<file path="src/rtl/id_bypass_scoreboard_pkg.sv">
// ---------------------------------------------------------------------------
// id_bypass_scoreboard_pkg
//   Shared encodings for the ID-stage bypass scoreboard.
//   - Result classes carried by every tracked writer (CLS_*).
//   - Register-number width and the hard-wired zero register.
//   - Control-field widths of one scoreboard slot.
// ---------------------------------------------------------------------------
package id_bypass_scoreboard_pkg;

    localparam int REG_W = 5;
    localparam int CLS_W = 2;

    localparam logic [REG_W-1:0] REG_ZERO = 5'd0;

    // Result class: tells the scoreboard when a writer's value comes into existence.
    localparam logic [CLS_W-1:0] CLS_NONE = 2'd0;  // never produces a forwardable value
    localparam logic [CLS_W-1:0] CLS_ALU  = 2'd1;  // valid once it leaves EX
    localparam logic [CLS_W-1:0] CLS_PC4  = 2'd2;  // link value, known already at ID
    localparam logic [CLS_W-1:0] CLS_LOAD = 2'd3;  // valid once it leaves MEM

endpackage

</file>
<file path="src/rtl/id_bypass_scoreboard_slot_match.sv">
// ---------------------------------------------------------------------------
// bypass_slot_match
//   Compares one ID source register against every scoreboard slot and picks
//   the youngest matching writer.
//   Ports:
//     i_src        source register number
//     i_use        source is actually consumed at ID this cycle
//     i_rf_data    raw register-file read data for this source
//     i_vld/i_rdy  per-slot valid / value-ready flags (index 0 = youngest)
//     i_dst        per-slot destination register
//     i_data       per-slot captured result
//     o_hit        value taken from the scoreboard
//     o_data       corrected operand
//     o_stall_req  youngest writer exists but its value is not produced yet
// ---------------------------------------------------------------------------
module bypass_slot_match
    import id_bypass_scoreboard_pkg::*;
#(
    parameter int DATA_W = 32,
    parameter int DEPTH  = 3
) (
    input  logic [REG_W-1:0]              i_src,
    input  logic                          i_use,
    input  logic [DATA_W-1:0]             i_rf_data,
    input  logic [DEPTH-1:0]              i_vld,
    input  logic [DEPTH-1:0]              i_rdy,
    input  logic [DEPTH-1:0][REG_W-1:0]   i_dst,
    input  logic [DEPTH-1:0][DATA_W-1:0]  i_data,
    output logic                          o_hit,
    output logic [DATA_W-1:0]             o_data,
    output logic                          o_stall_req
);

    logic              w_found;
    logic              w_rdy;
    logic [DATA_W-1:0] w_sel;

    // Walk oldest to youngest so a younger match overwrites an older one.
    // An older ready value must never leak past a younger unready writer.
    always_comb begin
        w_found = 1'b0;
        w_rdy   = 1'b0;
        w_sel   = '0;
        for (int k = DEPTH - 1; k >= 0; k--) begin
            if (i_vld[k] && (i_dst[k] == i_src) && (i_src != REG_ZERO)) begin
                w_found = 1'b1;
                w_rdy   = i_rdy[k];
                w_sel   = i_data[k];
            end
        end
    end

    assign o_hit       = w_found && w_rdy;
    assign o_data      = o_hit ? w_sel : i_rf_data;
    assign o_stall_req = w_found && !w_rdy && i_use;

endmodule

</file>
<file path="src/rtl/id_bypass_scoreboard.sv">
// ---------------------------------------------------------------------------
// id_bypass_scoreboard
//   ID-stage operand bypass with its own in-flight write scoreboard. Tracks
//   the last DEPTH register writers issued from ID (slot 1 = EX, 2 = MEM,
//   3 = WB, ...), captures their results as they are produced, forwards the
//   youngest matching value to each ID source and stalls ID when that value
//   does not exist yet.
//   Ports:
//     clk, rstn                 clock, asynchronous active-low reset
//     pipe_hold                 whole pipeline frozen: slots hold, no capture
//     id_valid/id_regwrite      ID instruction present / writes a register
//     id_dst, id_class, id_pc   ID writer description
//     id_src_reg, id_use        source numbers (5 bits each) and use flags
//     id_rf_data                raw register-file data per source
//     ex_alu_result             ALU result of the slot-1 instruction
//     mem_rdata                 load data of the slot-2 instruction
//     fwd_data, fwd_hit         corrected operands / taken-from-scoreboard
//     id_stall                  hold PC/IF/ID, bubble into EX
//   Optional build macro BYPASS_PERF_EN adds perf_stall_cnt and perf_fwd_cnt.
// ---------------------------------------------------------------------------
module id_bypass_scoreboard
    import id_bypass_scoreboard_pkg::*;
#(
    parameter int DATA_W  = 32,
    parameter int NUM_SRC = 2,
    parameter int DEPTH   = 3
) (
    input  logic                        clk,
    input  logic                        rstn,
    input  logic                        pipe_hold,
    input  logic                        id_valid,
    input  logic                        id_regwrite,
    input  logic [REG_W-1:0]            id_dst,
    input  logic [CLS_W-1:0]            id_class,
    input  logic [DATA_W-1:0]           id_pc,
    input  logic [NUM_SRC*REG_W-1:0]    id_src_reg,
    input  logic [NUM_SRC-1:0]          id_use,
    input  logic [NUM_SRC*DATA_W-1:0]   id_rf_data,
    input  logic [DATA_W-1:0]           ex_alu_result,
    input  logic [DATA_W-1:0]           mem_rdata,
    output logic [NUM_SRC*DATA_W-1:0]   fwd_data,
    output logic [NUM_SRC-1:0]          fwd_hit,
`ifdef BYPASS_PERF_EN
    output logic [31:0]                 perf_stall_cnt,
    output logic [31:0]                 perf_fwd_cnt,
`endif
    output logic                        id_stall
);

    // Slot storage, index 0 = slot 1 (EX), index DEPTH-1 = oldest tracked.
    logic [DEPTH-1:0]              r_vld;
    logic [DEPTH-1:0]              r_rdy;
    logic [DEPTH-1:0][REG_W-1:0]   r_dst;
    logic [DEPTH-1:0][DATA_W-1:0]  r_data;
    logic [CLS_W-1:0]              r_cls [DEPTH];

    logic [NUM_SRC-1:0] w_stall_req;
    logic               w_advance;
    logic               w_load;

    assign w_advance = !pipe_hold;
    // A stalled ID instruction is not issued; a bubble enters EX instead.
    assign w_load    = id_valid && !id_stall && id_regwrite && (id_dst != REG_ZERO);
    assign id_stall  = id_valid && (|w_stall_req);

    always_ff @(posedge clk or negedge rstn) begin
        if (!rstn) begin
            r_vld  <= '0;
            r_rdy  <= '0;
            r_dst  <= '0;
            r_data <= '0;
            for (int k = 0; k < DEPTH; k++) begin
                r_cls[k] <= CLS_NONE;
            end
        end else if (w_advance) begin
            if (w_load) begin
                r_vld[0]  <= 1'b1;
                r_dst[0]  <= id_dst;
                r_cls[0]  <= id_class;
                r_data[0] <= id_pc + DATA_W'(4);
                r_rdy[0]  <= (id_class == CLS_PC4);
            end else begin
                r_vld[0]  <= 1'b0;
                r_dst[0]  <= REG_ZERO;
                r_cls[0]  <= CLS_NONE;
                r_data[0] <= '0;
                r_rdy[0]  <= 1'b0;
            end

            for (int k = 1; k < DEPTH; k++) begin
                r_vld[k]  <= r_vld[k-1];
                r_dst[k]  <= r_dst[k-1];
                r_cls[k]  <= r_cls[k-1];
                r_data[k] <= r_data[k-1];
                r_rdy[k]  <= r_rdy[k-1];
            end

            // Result capture on the way out of EX and MEM; these later
            // assignments override the plain copy above.
            if (r_cls[0] == CLS_ALU) begin
                r_data[1] <= ex_alu_result;
                r_rdy[1]  <= 1'b1;
            end
            if (r_cls[1] == CLS_LOAD) begin
                r_data[2] <= mem_rdata;
                r_rdy[2]  <= 1'b1;
            end
        end
    end

    for (genvar i = 0; i < NUM_SRC; i++) begin : g_src
        bypass_slot_match #(
            .DATA_W (DATA_W),
            .DEPTH  (DEPTH)
        ) u_match (
            .i_src       (id_src_reg[REG_W*i +: REG_W]),
            .i_use       (id_use[i]),
            .i_rf_data   (id_rf_data[DATA_W*i +: DATA_W]),
            .i_vld       (r_vld),
            .i_rdy       (r_rdy),
            .i_dst       (r_dst),
            .i_data      (r_data),
            .o_hit       (fwd_hit[i]),
            .o_data      (fwd_data[DATA_W*i +: DATA_W]),
            .o_stall_req (w_stall_req[i])
        );
    end

`ifdef BYPASS_PERF_EN
    logic [31:0] r_stall_cnt;
    logic [31:0] r_fwd_cnt;
    logic [31:0] w_fwd_inc;

    // Forwards are counted only when the consuming instruction really issues.
    always_comb begin
        w_fwd_inc = '0;
        for (int i = 0; i < NUM_SRC; i++) begin
            w_fwd_inc = w_fwd_inc + 32'(fwd_hit[i] & id_use[i]);
        end
    end

    always_ff @(posedge clk or negedge rstn) begin
        if (!rstn) begin
            r_stall_cnt <= '0;
            r_fwd_cnt   <= '0;
        end else if (w_advance) begin
            if (id_stall) begin
                r_stall_cnt <= r_stall_cnt + 32'd1;
            end else if (id_valid) begin
                r_fwd_cnt <= r_fwd_cnt + w_fwd_inc;
            end
        end
    end

    assign perf_stall_cnt = r_stall_cnt;
    assign perf_fwd_cnt   = r_fwd_cnt;
`endif

endmodule

</file>
<file path="config.mk">
export PLATFORM = sky130hd
export DESIGN_NAME = id_bypass_scoreboard
export DESIGN_NICKNAME = d
export VERILOG_FILES = /design/src/rtl/id_bypass_scoreboard_pkg.sv /design/src/rtl/id_bypass_scoreboard_slot_match.sv /design/src/rtl/id_bypass_scoreboard.sv
export SDC_FILE = /design/constraint.sdc
export NUM_CORES = 1
export LEC_CHECK = 0
export BUFFER_PORTS_ARGS = -buffer_cell sky130_fd_sc_hd__buf_2
export CAP_MARGIN = 20
export CORE_UTILIZATION = 47
export DETAILED_ROUTE_END_ITERATION = 10
export PLACE_DENSITY = 0.83
export SLEW_MARGIN = 30
export SYNTH_ARGS = -nofsm -noshare
export SYNTH_HDL_FRONTEND = slang
export SYNTH_SLANG_ARGS = --single-unit
</file>
<file path="constraint.sdc">
create_clock -name clk -period 2.4 [get_ports clk]
set_clock_uncertainty 0.1 [all_clocks]
set_input_delay 0.24 -clock clk [delete_from_list [all_inputs] [get_ports clk]]
set_output_delay 0.24 -clock clk [all_outputs]
set_load 0.02 [all_outputs]
</file>
* After elaboration in Yosys (flattened, before gate mapping)
Cells that the tools add are included.
** Storage, ports and cells
- Register bits after elaboration :: 121
- Input port bits :: 184
- Output and inout port bits :: 67
- Word-level logic and storage cells :: 78
** Operators by class
- Add/subtract/negate cells :: 1
- Equal/unequal tests :: 9
- Muxes and demuxes :: 29
- Reductions and logical operators :: 29
** Operator list (count)
- 2-to-1 mux 32 bit :: 11
- adder 32 x 3 -> 32 bit, second input constant :: 1
- == test 5 bit :: 6
- logical AND 1 bit :: 22
- 2-to-1 mux 1 bit :: 16
- nonzero test 5 bit :: 3
- 2-to-1 mux 5 bit :: 1
- == test 2 bit, second input constant :: 2
- logical NOT 1 bit :: 3
- == test 2 x 1 -> 1 bit, second input constant :: 1
- 2-to-1 mux 2 bit :: 1
- OR reduction 2 bit :: 1

* Longest topological paths before layout
- Word-level depth :: 16
- Depth in mapped cells :: 10

* Cells and area by module
A second synthesis with hierarchy kept.
** Unflattened totals
- Cells, all modules :: 981
- Area, all modules :: 8644.5 sq um
** Modules (own cells, without submodules)
- id_bypass_scoreboard :: instances 1, cells an instance 553, area each 5691.7 sq um, seq. area each 3027.9 sq um
- bypass_slot_match :: instances 2, cells an instance 214, area each 1476.4 sq um, seq. area each 0.0 sq um

* Least setup slack after synthesis
OpenSTA, ideal clock, no wires.
- Path type :: reg-to-output
- Start :: register r_dst[11] in the netlist's numbering
- End :: output port fwd_data[39]
- Arrival time :: 2531 ps
- Setup slack :: -471 ps
- Cell stages (with the launch flop) :: 10
- Buffers on the path :: 2
- Path through :: dfrtp_1 > or2_2 > o21a_1 > or2_2 > or4b_4 > a31oi_4 > buf_6 > buf_6 > nor2_1 > a31oi_1
** Between the ends
- Longest elaborated chain between the ends :: 8
** Ends and longest elaborated chain
- start, declared :: RTL line id_bypass_scoreboard.sv:53 : logic [DEPTH-1:0][REG_W-1:0] r_dst;
- start signal, assigned by index :: RTL line id_bypass_scoreboard.sv:92 : r_dst[k] <= r_dst[k-1];
- == test 5 bit (*) :: RTL line id_bypass_scoreboard_slot_match.sv:45 : if (i_vld[k] && (i_dst[k] == i_src) && (i_src != REG_ZERO)) begin
- logical AND 1 bit (*) (2 in series) :: RTL line id_bypass_scoreboard_slot_match.sv:45
- 2-to-1 mux 1 bit (3 in series) :: RTL line id_bypass_scoreboard_slot_match.sv:45
- logical AND 1 bit :: RTL line id_bypass_scoreboard_slot_match.sv:53 : assign o_hit = w_found && w_rdy;
- 2-to-1 mux 32 bit (*) :: RTL line id_bypass_scoreboard_slot_match.sv:54 : assign o_data = o_hit ? w_sel : i_rf_data;
- end, declared :: RTL line id_bypass_scoreboard.sv:41 : output logic [NUM_SRC*DATA_W-1:0] fwd_data,
Every way passes the cells marked *; elsewhere a longest branch is shown, timed or not.

* Worst setup path after layout
- Start :: register r_dst[11] in the netlist's numbering
- End :: output port fwd_data[60]
The elaborated chain is that of the path after synthesis.

==> impl_results.md <==
- Tcrit/Tclk final: 132.6%
- Slew headroom: 44.81%
- Final ANT Viol Nets: 0
- Fin. Hold Viols: 0
- H-tree levels: 4
- Hold-critical path depth: 2
- Sw Pwr: 0.001792 W
- CP Max Fanout: 8
- Critical path's slowest cell: or4b_4
- P&R area growth vs syn: 59.03%
- Final wirelength: 30,350 um
- Hold path endpoint: r_dst[0]
- Crit-path leading delay family: simple AND/OR/NAND/NOR gates
- Via/cell ratio: 5.988
- Min cycle time layout: 3182 ps
- Width of the chip: 132.1 um
- Standard-cell rows: 47
- Drt wl/cell: 20.60 um
- FF-to-FF setup slack: -640 ps
- Placed cell count: 1,397
- Residual DRC count: 0
- Slack of the critical path: -782.4 ps
- Drt initial violations: 704
- Fill count: 1,045
- Reg power frac: 36.2%
- Combinational group share of total power: 19.9%
- Worst EP required: 2060 ps
- Pins over their slew limit: 0
- Reg-to-reg endpoint: r_data[10]
- Kind of critical path: flop to primary output
- Top Layer Used: met4
- Post-Syn Instances: 902
- Worst Max-Slew Pin Slew: 827.8 ps
- DR vias: 8,821
- WL met2: 14,830 um
- Pwr per Cell Area: 530.0 nW/um^2
- CTS Buf Count: 17
- WHS: 0.4862 ps
- Status: complete, but fails checks
- Avg Cell Area, Syn: 8.824 sq um
- Worst vdd ir: 0.0004805 V
- Total die area: 17,460 sq um
- Worst EP arrival: 2840 ps
- Nets: 1,422
- 1st-pass router iterations: 8
- P_int: 0.004916 W
- Clk slew on worst S/H paths: 50 ps
- CTS tree: done
- First-pass GRT wire length: 46,100 um
- Most common cell after layout, fill and taps aside: buf_2
- Root Driver: clkbuf_16
- Failing checks: negative setup slack
- Asr flop ratio synth: 100.0%
- Detail Placement HPWL: 18,870 um
- RR Startpoint: r_dst[11]
- Clock power share: 43.9%
- Syn Std Cell Area: 7959 sq um
- Non-filler cells, final: 1,473
- Min-Delay Path Class: input port to flop
- # clock sinks: 121
- Initial antenna violation count: 3
- Synth unique cells: 44
- Worst R2R Path Depth: 13
- LEAKAGE: 5.508 nW
- Clock latency on the worst-skew pair: 420 ps
- Largest net degree at the start of global routing: 188
- Critical Path Source Type: flop
- Layout cell share with drive strength beyond 1: 46.20%
- Vias in the first global route: 8,774
- Crit path buf inv count: 3
- Core ar.: 16,580 sq um
- Port Buf Inserts: 250
- Share of the yosys chip area belonging to registers: 38.04%
- Post-synth EDFFs: 0
- Flops & latches, synth: 121
- Ys Warns: 0
- Syn_nets: 1,087
- Critical path endpoint category: primary output
- GRT Overall Usage: 34.30%
- Max incr delay on CP: 500 ps
- Starting Density: 47.99%
- Clk buf depth: 2
- Die Y: 132.1 um
- Critical path cell sequence: or2_4, o21a_1, or2_4, or4b_4, a31oi_4, buf_12, buf_12, nor2_2, a21oi_2, buf_6
- Global route overflow: 0
- Hold path startpoint: id_dst[0]
- Fmax: 0.3142 GHz
- Post-synth top flop: dfrtp_1
- Max-cap viol count: 0
- Final setup viols: 108
- GP Congestion: 0.8759
- Top Ports: 251
- Sw frac: 26.71%
- Met3 WL post-DR: 2506 um
- Unrepaired setup endpoints after global routing: yes
- Most frequent cells in the layout: buf_2, nand2_1, dfrtp_1, o21ai_0, buf_4
- WL met1: 11,180 um
## cells by family (layout without fill, tap and decap cells)
group,after synthesis,count (layout),synth area share (%)
multiplexers,110,110,14.56
adder cells (fa/ha/maj),1,1,0.1572
XOR/XNOR,55,55,6.052
flip-flops,121,121,38.04
other,0,4,0
AND/OR/NAND/NOR,290,290,15.88
buffers and inverters,73,420,4.433
AO/OA/AOI/OAI,252,252,20.88
## sequential cells by signal, summed over array words and instances, names as in the netlist
signal and cells:
r_data 96, r_dst 15, r_cls 4, r_rdy 3, r_vld 3
## power by group through the flow
stage	combinational (W)	clock, W	sequential (W)
2_1_floorplan	0.000621	0	0.00239
3_3_place_gp	0.00108	0	0.00243
3_5_place_dp	0.00111	0	0.00244
4_1_cts	0.00127	0.00294	0.00241
5_1_grt	0.00142	0.00305	0.00245
6_report	0.00133	0.00295	0.00243
## worst max-delay path by stage
stage,start,endpoint,slack [ps],cells after the start
3_5_place_dp,id_src_reg[6],fwd_data[36],-480,10
3_3_place_gp,id_src_reg[6],fwd_data[55],-420,11
5_1_grt,r_dst[11],fwd_data[60],-850,10
4_1_cts,r_dst[11],fwd_data[41],-790,11
2_1_floorplan,r_dst[11],fwd_data[32],-290,9
6_report,r_dst[11],fwd_data[60],-780,10
## cell usage after synthesis (8+ instances only)
cell type	instances	area, sq um
a21oi_1	12	60.06
a22oi_1	59	442.9
a31oi_1	27	168.9
a32o_1	9	90.09
buf_6	8	90.09
clkbuf_1	49	183.9
dfrtp_1	121	3028
mux2_2	46	518.0
mux2i_1	64	640.6
nand2_1	180	675.7
nand3_1	18	90.09
nand4_1	9	56.30
nor2_1	46	172.7
o21ai_0	101	505.5
o21ai_2	29	254.0
xnor2_1	25	219.0
xor2_1	30	262.8
## through the flow
step	util, %	area [sq um]	power [W]	worst slack [ps]	TNS [ps]
3_5_place_dp	64.43	10680	0.003550	-480.6	-36250
5_1_grt	76.31	12650	0.006921	-845.2	-73150
4_1_cts	75.18	12470	0.006627	-786.8	-64210
2_1_floorplan	-	8496	0.003012	-288.5	-9190
6_report	76.32	12660	0.006708	-782.4	-65630
3_3_place_gp	64.43	10680	0.003506	-416.0	-32670
## final cells by class
cell class | instances | area [sq um] | share of cell area (%)
Sequential cell | 121 | 3030 | 23.94
Timing Repair Buffer | 386 | 3263 | 25.78
Antenna cell | 4 | 10.01 | 0.07908
Clock buffer | 23 | 478.0 | 3.776
Multi-Input combinational cell | 708 | 5399 | 42.66
Clock inverter | 8 | 190.2 | 1.503
Tap cell | 220 | 275.3 | 2.175
Inverter | 3 | 11.26 | 0.08897
## layer usage
metal  vias up  track usage (%)
li1       3909                -
met1      4182            40.44
met2       574            57.91
met3       156            6.382
met4         0            21.38
met5         -                0
## timing repair
| item | 4_1_cts | 5_1_grt |
|---|---|---|
| setup endpoints to repair | 108 | 108 |
| gates cloned | 10 | 0 |
| hold endpoints to repair | 131 | 0 |
| pin swaps | 11 | 38 |
| hold buffers | 10 | 0 |
| setup buffers | 21 | 8 |
| resized for setup | 146 | 80 |
(Power assumes the default switching activity.)
